[src/rtl/tcp_event_packetizer.sv]
// Debounced multi-channel event source for the SiTCP TX byte path.
// Queues one event per channel, arbitrates round-robin and emits framed packets under TX back-pressure.
module tcp_event_packetizer #(
   parameter int unsigned NCH        = 5,
   parameter int unsigned DEB_CYCLES = 200000,
   parameter int unsigned TS_BYTES   = 4,
   parameter logic [7:0]  HDR_BYTE   = 8'hA5,
   parameter logic [7:0]  TRL_BYTE   = 8'h5A
) (
   input  logic           clk,
   input  logic           rst,
   input  logic           enable,
   input  logic [NCH-1:0] btn_in,
   input  logic           tx_full,
   output logic           tx_wr,
   output logic [7:0]     tx_data,
   output logic [NCH-1:0] pending,
   output logic [7:0]     ovf_cnt,
   output logic           busy
);
   localparam int unsigned CW  = $clog2(DEB_CYCLES) + 1;
   localparam int unsigned PW  = (NCH > 1) ? $clog2(NCH) : 1;
   localparam int unsigned TSW = 8 * TS_BYTES;
   localparam int unsigned BW  = $clog2(TS_BYTES) + 1;
   localparam logic [CW-1:0] DEB_LAST = CW'(DEB_CYCLES - 1);
   localparam logic [BW-1:0] TS_LAST  = BW'(TS_BYTES - 1);

   typedef enum logic [2:0] {IDLE, HDR, CHAN, SEQ, TS, TRL} state_t;

   state_t          r_state, w_state_nxt;
   logic [NCH-1:0]  r_s1, r_sync, r_deb, r_pending, w_rise, w_gnt_vec;
   logic [CW-1:0]   r_cnt [NCH];
   logic [PW-1:0]   r_ptr, w_win;
   logic [TSW-1:0]  r_ts, r_ts_lat;
   logic [BW-1:0]   r_bcnt;
   logic [7:0]      r_seq, r_ovf, r_tx_data, w_byte;
   logic            r_tx_wr, r_busy, w_found, w_grant, w_emit;
   logic [5:0]      w_drop_n;
   logic [9:0]      w_ovf_sum;

   // Two-flop synchroniser and per-channel debounce counter
   always_ff @(posedge clk or posedge rst) begin
      if (rst) begin
         r_s1   <= '0;
         r_sync <= '0;
         r_deb  <= '0;
         for (int i = 0; i < int'(NCH); i++) r_cnt[i] <= '0;
      end else begin
         r_s1   <= btn_in;
         r_sync <= r_s1;
         for (int i = 0; i < int'(NCH); i++) begin
            if (r_sync[i] == r_deb[i]) begin
               r_cnt[i] <= '0;
            end else if (r_cnt[i] == DEB_LAST) begin
               r_deb[i] <= r_sync[i];
               r_cnt[i] <= '0;
            end else begin
               r_cnt[i] <= r_cnt[i] + CW'(1);
            end
         end
      end
   end

   // Rising debounced edge, i.e. the cycle the debounced state accepts a 1
   always_comb begin
      w_rise = '0;
      for (int i = 0; i < int'(NCH); i++)
         w_rise[i] = r_sync[i] & ~r_deb[i] & (r_cnt[i] == DEB_LAST);
   end

   // Round-robin search: first pending bit strictly after the pointer, with wrap
   always_comb begin
      w_found = 1'b0;
      w_win   = '0;
      for (int k = 1; k <= int'(NCH); k++) begin
         if (!w_found && r_pending[PW'((int'(r_ptr) + k) % int'(NCH))]) begin
            w_found = 1'b1;
            w_win   = PW'((int'(r_ptr) + k) % int'(NCH));
         end
      end
      w_grant   = (r_state == IDLE) && enable && w_found;
      w_gnt_vec = w_grant ? (NCH'(1) << w_win) : '0;
   end

   // Drops: new event on a still-queued channel that is not being granted now
   always_comb begin
      w_drop_n = '0;
      for (int i = 0; i < int'(NCH); i++)
         if (w_rise[i] && r_pending[i] && !w_gnt_vec[i]) w_drop_n = w_drop_n + 6'd1;
      w_ovf_sum = 10'(r_ovf) + 10'(w_drop_n);
   end

   always_ff @(posedge clk or posedge rst) begin
      if (rst) r_state <= IDLE;
      else     r_state <= w_state_nxt;
   end

   always_comb begin
      w_state_nxt = r_state;
      w_emit      = 1'b0;
      w_byte      = 8'h00;
      case (r_state)
         IDLE: if (w_grant) w_state_nxt = HDR;
         HDR: begin
            w_byte = HDR_BYTE;
            w_emit = !tx_full;
            if (w_emit) w_state_nxt = CHAN;
         end
         CHAN: begin
            w_byte = 8'(r_ptr);
            w_emit = !tx_full;
            if (w_emit) w_state_nxt = SEQ;
         end
         SEQ: begin
            w_byte = r_seq;
            w_emit = !tx_full;
            if (w_emit) w_state_nxt = TS;
         end
         TS: begin
            w_byte = r_ts_lat[TSW-1 -: 8];
            w_emit = !tx_full;
            if (w_emit && r_bcnt == TS_LAST) w_state_nxt = TRL;
         end
         TRL: begin
            w_byte = TRL_BYTE;
            w_emit = !tx_full;
            if (w_emit) w_state_nxt = IDLE;
         end
         default: w_state_nxt = IDLE;
      endcase
      if (!enable) begin
         w_state_nxt = IDLE;
         w_emit      = 1'b0;
      end
   end

   always_ff @(posedge clk or posedge rst) begin
      if (rst) begin
         r_tx_wr   <= 1'b0;
         r_tx_data <= '0;
         r_busy    <= 1'b0;
         r_ts      <= '0;
         r_ts_lat  <= '0;
         r_bcnt    <= '0;
         r_pending <= '0;
         r_ovf     <= '0;
         r_seq     <= '0;
         r_ptr     <= PW'(NCH - 1);
      end else begin
         r_tx_wr <= w_emit;
         r_busy  <= (w_state_nxt != IDLE);
         r_ts    <= r_ts + TSW'(1);
         if (w_emit) r_tx_data <= w_byte;
         if (!enable) begin
            r_pending <= '0;
            r_seq     <= '0;
            r_ptr     <= PW'(NCH - 1);
            r_bcnt    <= '0;
         end else begin
            r_pending <= (r_pending & ~w_gnt_vec) | w_rise;
            r_ovf     <= (w_ovf_sum > 10'd255) ? 8'hFF : 8'(w_ovf_sum);
            if (w_grant) begin
               r_ptr    <= w_win;
               r_ts_lat <= r_ts;
               r_bcnt   <= '0;
            end
            // Timestamp goes out MSB first by shifting the latched copy
            if (w_emit && r_state == TS) begin
               r_ts_lat <= r_ts_lat << 8;
               r_bcnt   <= r_bcnt + BW'(1);
            end
            if (w_emit && r_state == TRL) r_seq <= r_seq + 8'd1;
         end
      end
   end

   assign tx_wr   = r_tx_wr;
   assign tx_data = r_tx_data;
   assign pending = r_pending;
   assign ovf_cnt = r_ovf;
   assign busy    = r_busy;
endmodule
[config.mk]
export PLATFORM = sky130hd
export DESIGN_NAME = tcp_event_packetizer
export DESIGN_NICKNAME = d
export VERILOG_FILES = /design/src/rtl/tcp_event_packetizer.sv
export SDC_FILE = /design/constraint.sdc
export NUM_CORES = 1
export LEC_CHECK = 0
export CORE_AREA = 2 2 170 172
export DETAILED_ROUTE_END_ITERATION = 6
export DIE_AREA = 0 0 172 174
export SYNTH_ARGS = -nofsm -noshare
export SYNTH_HDL_FRONTEND = slang
export SYNTH_SLANG_ARGS = --single-unit
export TNS_END_PERCENT = 1
[constraint.sdc]
create_clock -name clk -period 11.9 [get_ports clk]
set_input_delay 3.57 -clock clk [delete_from_list [all_inputs] [get_ports clk]]
set_output_delay 3.57 -clock clk [all_outputs]
set_load 0.05 [all_outputs]
==> results of run 1 <==
[through the flow]
stage	area (µm²)	instances	hold slack [ps]	power, W	setup WS [ps]
2_1_floorplan	12500	1343	331	0.00102	2480
3_3_place_gp	13100	1704	333	0.00110	2770
3_5_place_dp	13100	1704	340	0.00110	2360
4_1_cts	13800	1746	354	0.00184	2300
5_1_grt	13800	1746	369	0.00190	1450
6_report	13800	1746	352	0.00181	2190
[worst max-delay path, delay by kind of cell, from the launching register on]
family | cells | cell delay, ps
adder cells (fa/ha/maj) | 7 | 2530
AO/OA/AOI/OAI | 10 | 2320
AND/OR/NAND/NOR | 12 | 1500
XOR/XNOR | 3 | 1200
buffers and inverters | 3 | 980
multiplexers | 2 | 720
flip-flops | 1 | 350
[flip-flops by register name (all words and copies together), names as in the netlist, 3 cells and up]
register,count
r_state,3
r_ts_lat,32
r_deb,5
tx_data,8
ovf_cnt,8
r_ptr,3
r_s1,5
r_bcnt,3
r_sync,5
pending,5
r_cnt,95
r_ts,32
r_seq,8
[path summary, 6_finish.rpt]
path | startpoint | endpoint | slack, ps | cells after the start
setup / recovery | r_ptr[0] | ovf_cnt[5] | 2190 | 37
hold / removal | r_s1[1] | r_sync[1] | 350 | 0
setup reg to reg | r_ptr[0] | ovf_cnt[5] | 2190 | 37
hold reg to reg | r_s1[1] | r_sync[1] | 350 | 0
max in group asynchronous | rst | r_state[1] | 6730 | 3
min in group asynchronous | rst | r_ts_lat[5] | 3590 | 2
[Yosys cell counts (6+ instances only)]
library cell and number:
dfrtp_1 213, nor2_1 179, nand2_1 121, nand3_1 78, xnor2_1 68, xor2_1 65, o21ai_0 60, ha_1 50
inv_1 48, clkbuf_1 42, a21oi_1 38, and3_1 38, mux2i_1 38, nand4_1 29, nor3_1 20, and2_1 16
a31oi_1 14, nor2b_1 13, buf_2 11, nor4_1 10, o21a_1 10, or2_2 10, a211oi_1 9, a21boi_0 8
or3_1 8, a21o_1 7, nor3b_1 7, mux2_2 6, nand2b_1 6, nor4b_1 6, o211ai_1 6, o221ai_1 6
[area by class of cell]
cell class / count / area share [%]
multi-input combinational: 1016 / 48.2
sequential: 214 / 38.7
clock buffer: 36 / 5.10
tap: 384 / 3.47
timing repair buffer: 38 / 2.62
inverter: 52 / 1.46
clock inverter: 6 / 0.506
[cells by family after synthesis]
kind of cell             count (synthesis)
AO/OA/AOI/OAI                          216
XOR/XNOR                               137
adder cells (fa/ha/maj)                 53
buffers and inverters                  113
flip-flops                             214
multiplexers                            49
other                                    1
AND/OR/NAND/NOR                        560
[routing by layer]
| metal | part of all wire [%] | GRT usage, % | wire length [µm] | up-vias |
|---|---|---|---|---|
| met3 | 3.6 | 2.62 | 918 | 37 |
| li1 | - | - | - | 4701 |
| met5 | 0 | 0 | 0 | - |
| met4 | 2.0 | 4.41 | 524 | 0 |
| met1 | 50 | 26.8 | 12800 | 4501 |
| met2 | 45 | 27.5 | 11500 | 137 |
[power by group]
part	internal (W)	total (W)	switching [W]
clock network	0.000431	0.000722	0.000291
logic	0.000101	0.000291	0.000190
registers	0.000764	0.000798	0.0000339
total	0.00130	0.00181	0.000516
==> flow_summary_export.csv, run 1 <==
group,metric,value,unit
clock_tree,ctsHoldBuffers,0,
power_and_ir_drop,p_leak,6.06,nW
synthesis,ys.flop_type,"dfrtp_1",
synthesis,yosysSeqAreaShare,43.0,%
setup_path,critical-path-max-stage-delay,620,ps
cells_and_area,regArea,0.00536,mm²
synthesis,netlist_area,0.0125,mm²
synthesis,mappedNetlistNets,1404,
floorplan,rows,62,
sta,min_period,9710,ps
cells_and_area,diodes,0,
synthesis,synth_area_leader_cell,"dfrtp_1",
setup_path,crit_required,12360,ps
cells_and_area,final_common_cell,"dfrtp_1",
routing,routed_wl,25.8,mm
global_routing,grt_overflow,0,
sta,setup_viol,0,
placed_design,hpwlAfterDp,17.3,mm
cells_and_area,nFillCells,2672,
synthesis,synth_top_area_share,42.7,%
sta,post-route-period-util,81.6,%
setup_path,slowest_stage,"xnor2_2",
global_routing,grt_max_degree,132,
cells_and_area,drive_above_1_share,6.53,%
global_routing,grt_usage,18.0,%
clock_tree,insertion_delay,520,ps
global_routing,grt_pass1_vias,9092,
cells_and_area,final_cell_mix,"dfrtp_1 (213), nor2_1 (179), nand2_1 (121), nand3_1 (78), xnor2_1 (68)",
synthesis,synth-xor-area-share,9.91,%
clock_tree,cts_tree,"built",
power_and_ir_drop,power-per-cell-area,131,mW/mm²
synthesis,synthMuxAreaShare,4.34,%
setup_path,crit_top_cell,"ha_1",
clock_tree,cts_made_buffers,24,
synthesis,synthSimpleGateAreaFrac,21.7,%
clock_tree,root_buffer,"clkbuf_16",
status,status,"finished clean",
clock_tree,clock_sinks,214,
worst_hold_path,hold_path_class,"register to register",
synthesis,avgSynthCellArea,9.28,µm²
synthesis,synth_area_leaders,"dfrtp_1 (43%), nor2_1 (5.4%), ha_1 (5.0%)",
floorplan,die_w,172,µm
clock_tree,post_cts_buffers,0,
synthesis,synth_warnings,0,
synthesis,yosysUniqueCellTypes,95,
flow_run,maxCapViolCount,0,
routing,via_count,9376,
synthesis,synthCells,1343,
routing,viasPerCell,5.37,
sta,skew,15.3,ps
synthesis,synth_adder_area_share,5.42,%
sta,maxClockFrequency,103,MHz
placed_design,place.gp.congestion,0.855,
placed_design,portBuffers,31,
routing,detail-route-antenna-nets,0,
synthesis,synth_edf_count,0,
cells_and_area,multi_input_area,0.00667,mm²
setup_path,path_max_fanout,50,
clock_tree,clk_pin_slew,60,ps
sta,finalHoldViolations,0,
sta,fin_setup_tns,0,ps
floorplan,io-pin-count,32,
cells_and_area,area_growth,11.0,%
setup_path,critPathCaptureType,"register",
floorplan,dieArea,0.0299,mm²
global_routing,grt_pass1_wl,45.1,mm
synthesis,synth-async-reset-ratio,100,%
cells_and_area,final_util,49.0,%
sta,rsz0062_at_grt,"no",
sta,slew_viol_final,0,
floorplan,start_util,44.2,%
clock_tree,cts_buffer_depth,3,
floorplan,core-area,0.0282,mm²
synthesis,synth_top_family_by_area,"simple AND/OR/NAND/NOR gates",
routing,drt-wirelength-per-cell,14.8,µm
clock_tree,htree_levels,1,
global_routing,antenna_found_initial,0,
cells_and_area,nets,1407,
sta,worst_slew_pin_slew,1060,ps
synthesis,synth-seq-cells,214,
setup_path,critPathKind,"register to register",
routing,route.detailed.drc,0,
synthesis,synth_compound_area_share,12.0,%
clock_tree,ctsResizeCount,0,
setup_path,cp.arrival,10160,ps
setup_path,critPathLaunchType,"register",
routing,drtIter0Drc,631,
floorplan,die_h,174,µm
power_and_ir_drop,ir_drop,0.112,mV
sta,slew_headroom,29.2,%
routing,firstDrtPassIters,5,
(Power assumes the default switching activity.)
==> run 2: changes to the inputs <==
Clock period 11.9 ns to 7.8 ns, I/O delays scaled along.
==> run 2 against run 1 <==
Compared with the run above: via count is 2.3% higher; largest power group unchanged; register-to-register slack worse by 1700 ps; critical endpoint is now ovf_cnt[0]; utilization is 2.1 points higher; sequential share of layout area is 1.6 points lower; highest routed layer unchanged; setup slack worse by 1700 ps; clock power is 58% higher.
==> flow_summary_export.csv, run 2 (synthesized netlist as in run 1, its figures left out) <==
group,metric,value,unit
global_routing,grt_pass1_vias,9371,
setup_path,critPathCaptureType,"register",
routing,firstDrtPassIters,6,
setup_path,cp.arrival,7730,ps
cells_and_area,nFillCells,2647,
placed_design,portBuffers,31,
floorplan,io-pin-count,32,
clock_tree,insertion_delay,510,ps
cells_and_area,final_common_cell,"dfrtp_1",
worst_hold_path,holdPathStages,0,
routing,route.detailed.drc,0,
power_and_ir_drop,cell_internal_pwr,0.00205,W
clock_tree,clock_sinks,214,
clock_tree,cts_made_buffers,24,
clock_tree,clk_pin_slew,60,ps
placed_design,placed_cells,1728,
placed_design,place.gp.congestion,0.856,
global_routing,grt_max_degree,148,
setup_path,crit_required,8180,ps
setup_path,crit_top_cell,"ha_1",
setup_path,critPathLaunchType,"register",
placed_design,pre_cts_ws,2.99,ps
cells_and_area,drive_above_1_share,12.4,%
power_and_ir_drop,combPwrFrac,17.5,%
power_and_ir_drop,seq_power_share,42.6,%
routing,detail-route-antenna-nets,0,
floorplan,dieArea,0.0299,mm²
clock_tree,root_buffer,"clkbuf_16",
power_and_ir_drop,ir_drop,0.169,mV
sta,finalHoldViolations,0,
worst_hold_path,hold_path_class,"register to register",
sta,slew_headroom,44.3,%
cells_and_area,largest_reg_flops,95,
sta,worst_slew_pin_slew,835,ps
routing,drt-wirelength-per-cell,15.1,µm
sta,skew,10.2,ps
setup_path,r2r_start,"r_ptr[2]",
global_routing,grt_pass1_wl,45.9,mm
floorplan,die_w,172,µm
clock_tree,cts_tree,"built",
setup_path,cp-endpoint,"ovf_cnt[0]",
global_routing,grt_overflow,0,
cells_and_area,largestRegisters,"r_cnt: 95 flops, r_ts: 32 flops, r_ts_lat: 32 flops",
floorplan,core-area,0.0282,mm²
setup_path,slowest_stage,"dfstp_2",
power_and_ir_drop,clkPwrFrac,40.0,%
cells_and_area,regMostFlops,"r_cnt",
routing,drtIter0Drc,594,
setup_path,cp-startpoint,"r_ptr[2]",
floorplan,die_h,174,µm
cells_and_area,final_cell_mix,"dfrtp_1 (212), nor2_1 (175), nand2_1 (117), nand3_1 (77), xnor2_1 (66)",
setup_path,critPathKind,"register to register",
global_routing,antenna_found_initial,0,
sta,fin_ws,451,ps
status,status,"finished clean",
routing,viasPerCell,5.38,
flow_run,maxCapViolCount,0,
power_and_ir_drop,p_sw,0.000797,W
sta,min_period,7350,ps
routing,routed_wl,26.9,mm
sta,post-route-period-util,94.2,%
placed_design,hpwlAfterDp,18.3,mm
clock_tree,cts_buffer_depth,3,
power_and_ir_drop,p_leak,6.28,nW
power_and_ir_drop,power-per-cell-area,198,mW/mm²
sta,hold_slack,348,ps
cells_and_area,final_cells,1784,
cells_and_area,final_area,0.0144,mm²
setup_path,r2r_slack,450,ps
setup_path,reg2reg_to,"ovf_cnt[0]",
clock_tree,ctsHoldBuffers,0,
setup_path,critical-path-max-stage-delay,600,ps
floorplan,start_util,44.2,%
sta,maxClockFrequency,136,MHz
setup_path,path_max_fanout,7,
power_and_ir_drop,swShare,28.0,%
clock_tree,htree_levels,1,
cells_and_area,diodes,0,
floorplan,rows,62,
placed_design,post_dp_cell_area,0.0133,mm²
cells_and_area,area_growth,15.8,%
sta,setup_viol,0,
sta,slew_viol_final,0,
cells_and_area,nets,1446,
routing,via_count,9593,
setup_path,reg2regPathDepth,38,
global_routing,grt_usage,18.3,%
## run 2: cell count changes in the layout (fill, tap and decap cells not counted), moves of 3 or more
cell,change
buf_4,+37
clkbuf_1,-3
ha_1,-8
ha_2,+6
inv_1,-3
inv_2,+3
nand2_1,-4
nand2_2,+4
nor2_1,-4
## run 2: how the worst min path moves through the flow
stage	slack [ps]	endpoint	startpoint
floorplan	330	r_sync[0]	r_s1[0]
global placement	330	r_sync[2]	r_s1[2]
detailed placement	340	r_sync[0]	r_s1[0]
CTS	350	r_sync[0]	r_s1[0]
global route	350	r_sync[0]	r_s1[0]
finish	350	r_sync[0]	r_s1[0]
## run 2: power by group through the flow
stage / clock, W / sequential, W / combinational, W
final: 0.00114 / 0.00121 / 0.000498
after global routing: 0.00122 / 0.00122 / 0.000542
after CTS: 0.00118 / 0.00122 / 0.000473
after detailed placement: 0 / 0.00124 / 0.000469
after global placement: 0 / 0.00124 / 0.000465
after floorplan: 0 / 0.00132 / 0.000248
## run 2: worst max-delay path: cells and delay by family (launching register included)
kind            cells  cell delay (ps)
compound gates     12             2560
xor+xnor            2              330
fa+ha+maj           7             1560
buf+inv             2              150
flops               1              600
simple gates       15             2000
## run 2: stage by stage
step           util [%]  power, W  TNS [ps]
4_1_cts            50.1   0.00287         0
6_report           51.1   0.00285         0
3_5_place_dp       47.2   0.00171         0
2_1_floorplan         -   0.00156     -82.1
5_1_grt            51.1   0.00298     -35.8
3_3_place_gp       47.2   0.00170         0
## run 2: cell type report
| class | instances | area, µm² | area share [%] |
|---|---|---|---|
| well taps | 384 | 480 | 3.33 |
| flip-flops and latches | 214 | 5360 | 37.1 |
| multi-input cells | 1016 | 6910 | 47.9 |
| clock inverters | 7 | 85.1 | 0.590 |
| repair buffers | 77 | 676 | 4.68 |
| clock buffers | 34 | 719 | 4.98 |
| inverters | 52 | 203 | 1.40 |
## run 2: metal layers
layer | GRT usage [%] | share of wire (%) | up-vias | routed length (µm)
met5 | 0 | 0 | - | 0
met4 | 4.13 | 2.0 | 0 | 546
met3 | 2.73 | 4.0 | 38 | 1080
met2 | 29.4 | 46 | 172 | 12300
met1 | 26.3 | 48 | 4634 | 12900
li1 | - | - | 4749 | -
## run 2: timing repair
| item | CTS | global route |
|---|---|---|
| endpoints found under the setup margin | 2 | 8 |
| buffers inserted | 0 | 15 |
| gates resized for setup | 2 | 43 |
| pin swaps | 0 | 15 |
==> run 3: changes to the inputs <==
Clock period 7.8 ns to 8.4 ns, I/O delays scaled along.
==> run 3 against run 2 <==
Compared with the run above: global-route usage down 0.069 points; sequential share of layout area up 0.69 points; worst hold slack about the same; combinational power down 14%; largest power group unchanged.
==> flow_summary_export.csv, run 3 (synthesized netlist as in run 1, its figures left out) <==
group,metric,value,unit
floorplan,start_util,44.2,%
global_routing,grt_pass1_vias,9275,
setup_path,reg2reg_to,"ovf_cnt[5]",
floorplan,dieArea,0.0299,mm²
sta,slew_viol_final,0,
cells_and_area,regMostFlops,"r_cnt",
cells_and_area,final_util,50.2,%
placed_design,hpwlAfterDp,18.0,mm
setup_path,reg2regPathDepth,38,
routing,via_count,9555,
routing,detail-route-antenna-nets,0,
cells_and_area,nets,1428,
clock_tree,ctsHoldBuffers,0,
setup_path,slowest_stage,"dfstp_4",
routing,routed_wl,26.7,mm
sta,fin_setup_tns,0,ps
clock_tree,insertion_delay,540,ps
global_routing,grt_overflow,0,
clock_tree,root_buffer,"clkbuf_16",
worst_hold_path,hold_path_class,"register to register",
flow_run,maxCapViolCount,0,
clock_tree,htree_levels,1,
cells_and_area,area_growth,13.7,%
status,status,"finished clean",
cells_and_area,largest_reg_flops,95,
floorplan,die_w,172,µm
floorplan,io-pin-count,32,
sta,min_period,7800,ps
clock_tree,clock_sinks,214,
worst_hold_path,holdPathStages,0,
routing,viasPerCell,5.40,
sta,post-route-period-util,92.9,%
cells_and_area,final_cell_mix,"dfrtp_1 (212), nor2_1 (179), nand2_1 (121), nand3_1 (78), xnor2_1 (67)",
sta,skew,20.3,ps
routing,drt-wirelength-per-cell,15.1,µm
setup_path,crit_required,8880,ps
global_routing,grt_pass1_wl,45.9,mm
cells_and_area,diodes,0,
power_and_ir_drop,ir_drop,0.124,mV
sta,hold_slack,348,ps
routing,drtIter0Drc,579,
setup_path,critPathLaunchType,"register",
worst_hold_path,hold_end,"r_sync[1]",
setup_path,critPathKind,"register to register",
sta,setup_viol,0,
clock_tree,clk_pin_slew,60,ps
setup_path,cp.arrival,8280,ps
global_routing,antenna_found_initial,0,
floorplan,die_h,174,µm
clock_tree,cts_tree,"built",
global_routing,grt_max_degree,149,
global_routing,grt_usage,18.3,%
setup_path,critPathCaptureType,"register",
sta,finalHoldViolations,0,
setup_path,r2r_slack,600,ps
floorplan,core-area,0.0282,mm²
worst_hold_path,holdCritStartpoint,"r_s1[1]",
routing,route.detailed.drc,0,
cells_and_area,largestRegisters,"r_cnt: 95 flops, r_ts: 32 flops, r_ts_lat: 32 flops",
setup_path,critical-path-max-stage-delay,720,ps
sta,maxClockFrequency,128,MHz
setup_path,path_max_fanout,14,
routing,firstDrtPassIters,5,
power_and_ir_drop,power-per-cell-area,189,mW/mm²
setup_path,r2r_start,"r_ptr[2]",
floorplan,rows,62,
setup_path,crit_top_cell,"nand2_1",
sta,rsz0062_at_grt,"no",
placed_design,place.gp.congestion,0.874,
placed_design,portBuffers,31,
sta,slew_headroom,29.0,%
sta,worst_slew_pin_slew,1070,ps
clock_tree,cts_made_buffers,24,
cells_and_area,final_common_cell,"dfrtp_1",
power_and_ir_drop,p_leak,6.21,nW
cells_and_area,drive_above_1_share,9.17,%
clock_tree,cts_buffer_depth,3,
run 3: changes by cell type in the layout (fill, tap and decap cells not counted), sizes merged:
cell | before | now
clkinv | 7 | 8
bufinv | 2 | 3
clkinvlp | 2 | 3
buf | 46 | 28
run 3: layout make-up:
class / count / area, µm²
fill: 2648 / 14100
multi-input combinational: 1016 / 6750
sequential: 214 / 5360
clock buffer: 34 / 708
timing repair buffer: 59 / 520
tap: 384 / 480
inverter: 52 / 206
clock inverter: 10 / 155
run 3: what timing repair did:
action,4_1_cts,5_1_grt
setup endpoints to repair,0,8
gates resized for setup,0,12
buffers inserted,0,5
run 3: worst max-delay path by stage:
stage          startpoint         end  slack (ps)  cells after the start
2_1_floorplan         rst        busy          30                      1
3_3_place_gp     r_ptr[2]  ovf_cnt[5]         420                     36
3_5_place_dp     r_ptr[2]  ovf_cnt[5]         240                     36
4_1_cts          r_ptr[2]  ovf_cnt[5]         210                     36
5_1_grt          r_ptr[2]  ovf_cnt[5]         0.8                     37
6_report         r_ptr[2]  ovf_cnt[5]         600                     38
run 3: layer usage:
metal / track usage [%] / vias to the layer above / wire length [µm]
li1: - / 4734 / -
met1: 26.7 / 4614 / 12900
met2: 29.0 / 171 / 12200
met3: 2.25 / 36 / 1080
met4: 4.17 / 0 / 471
met5: 0 / - / 0
run 3: critical path, delay by kind of cell (launching register included):
kind,cells,cell delay [ps]
AOI/OAI and AO/OA,14,2770
xor gates and xnor gates,1,200
adders and majority gates,7,1930
buffers and inverters,2,240
DFF,1,720
and+or+nand+nor,14,1870
run 3: where the power goes:
group          internal, W  switching [W]  leakage, nW
logic             0.000155       0.000275         2.90
registers          0.00108      0.0000486         2.89
clock network     0.000683       0.000432        0.419
total              0.00192       0.000756         6.21
run 3: through the flow:
step	setup WS, ps	instances	area, µm²	total power, W
final	600	1769	14200	0.00268
after global routing	0.773	1769	14200	0.00280
after CTS	207	1764	14100	0.00271
after detailed placement	240	1720	13200	0.00157
after global placement	421	1720	13200	0.00157
after floorplan	25.5	1343	12500	0.00145
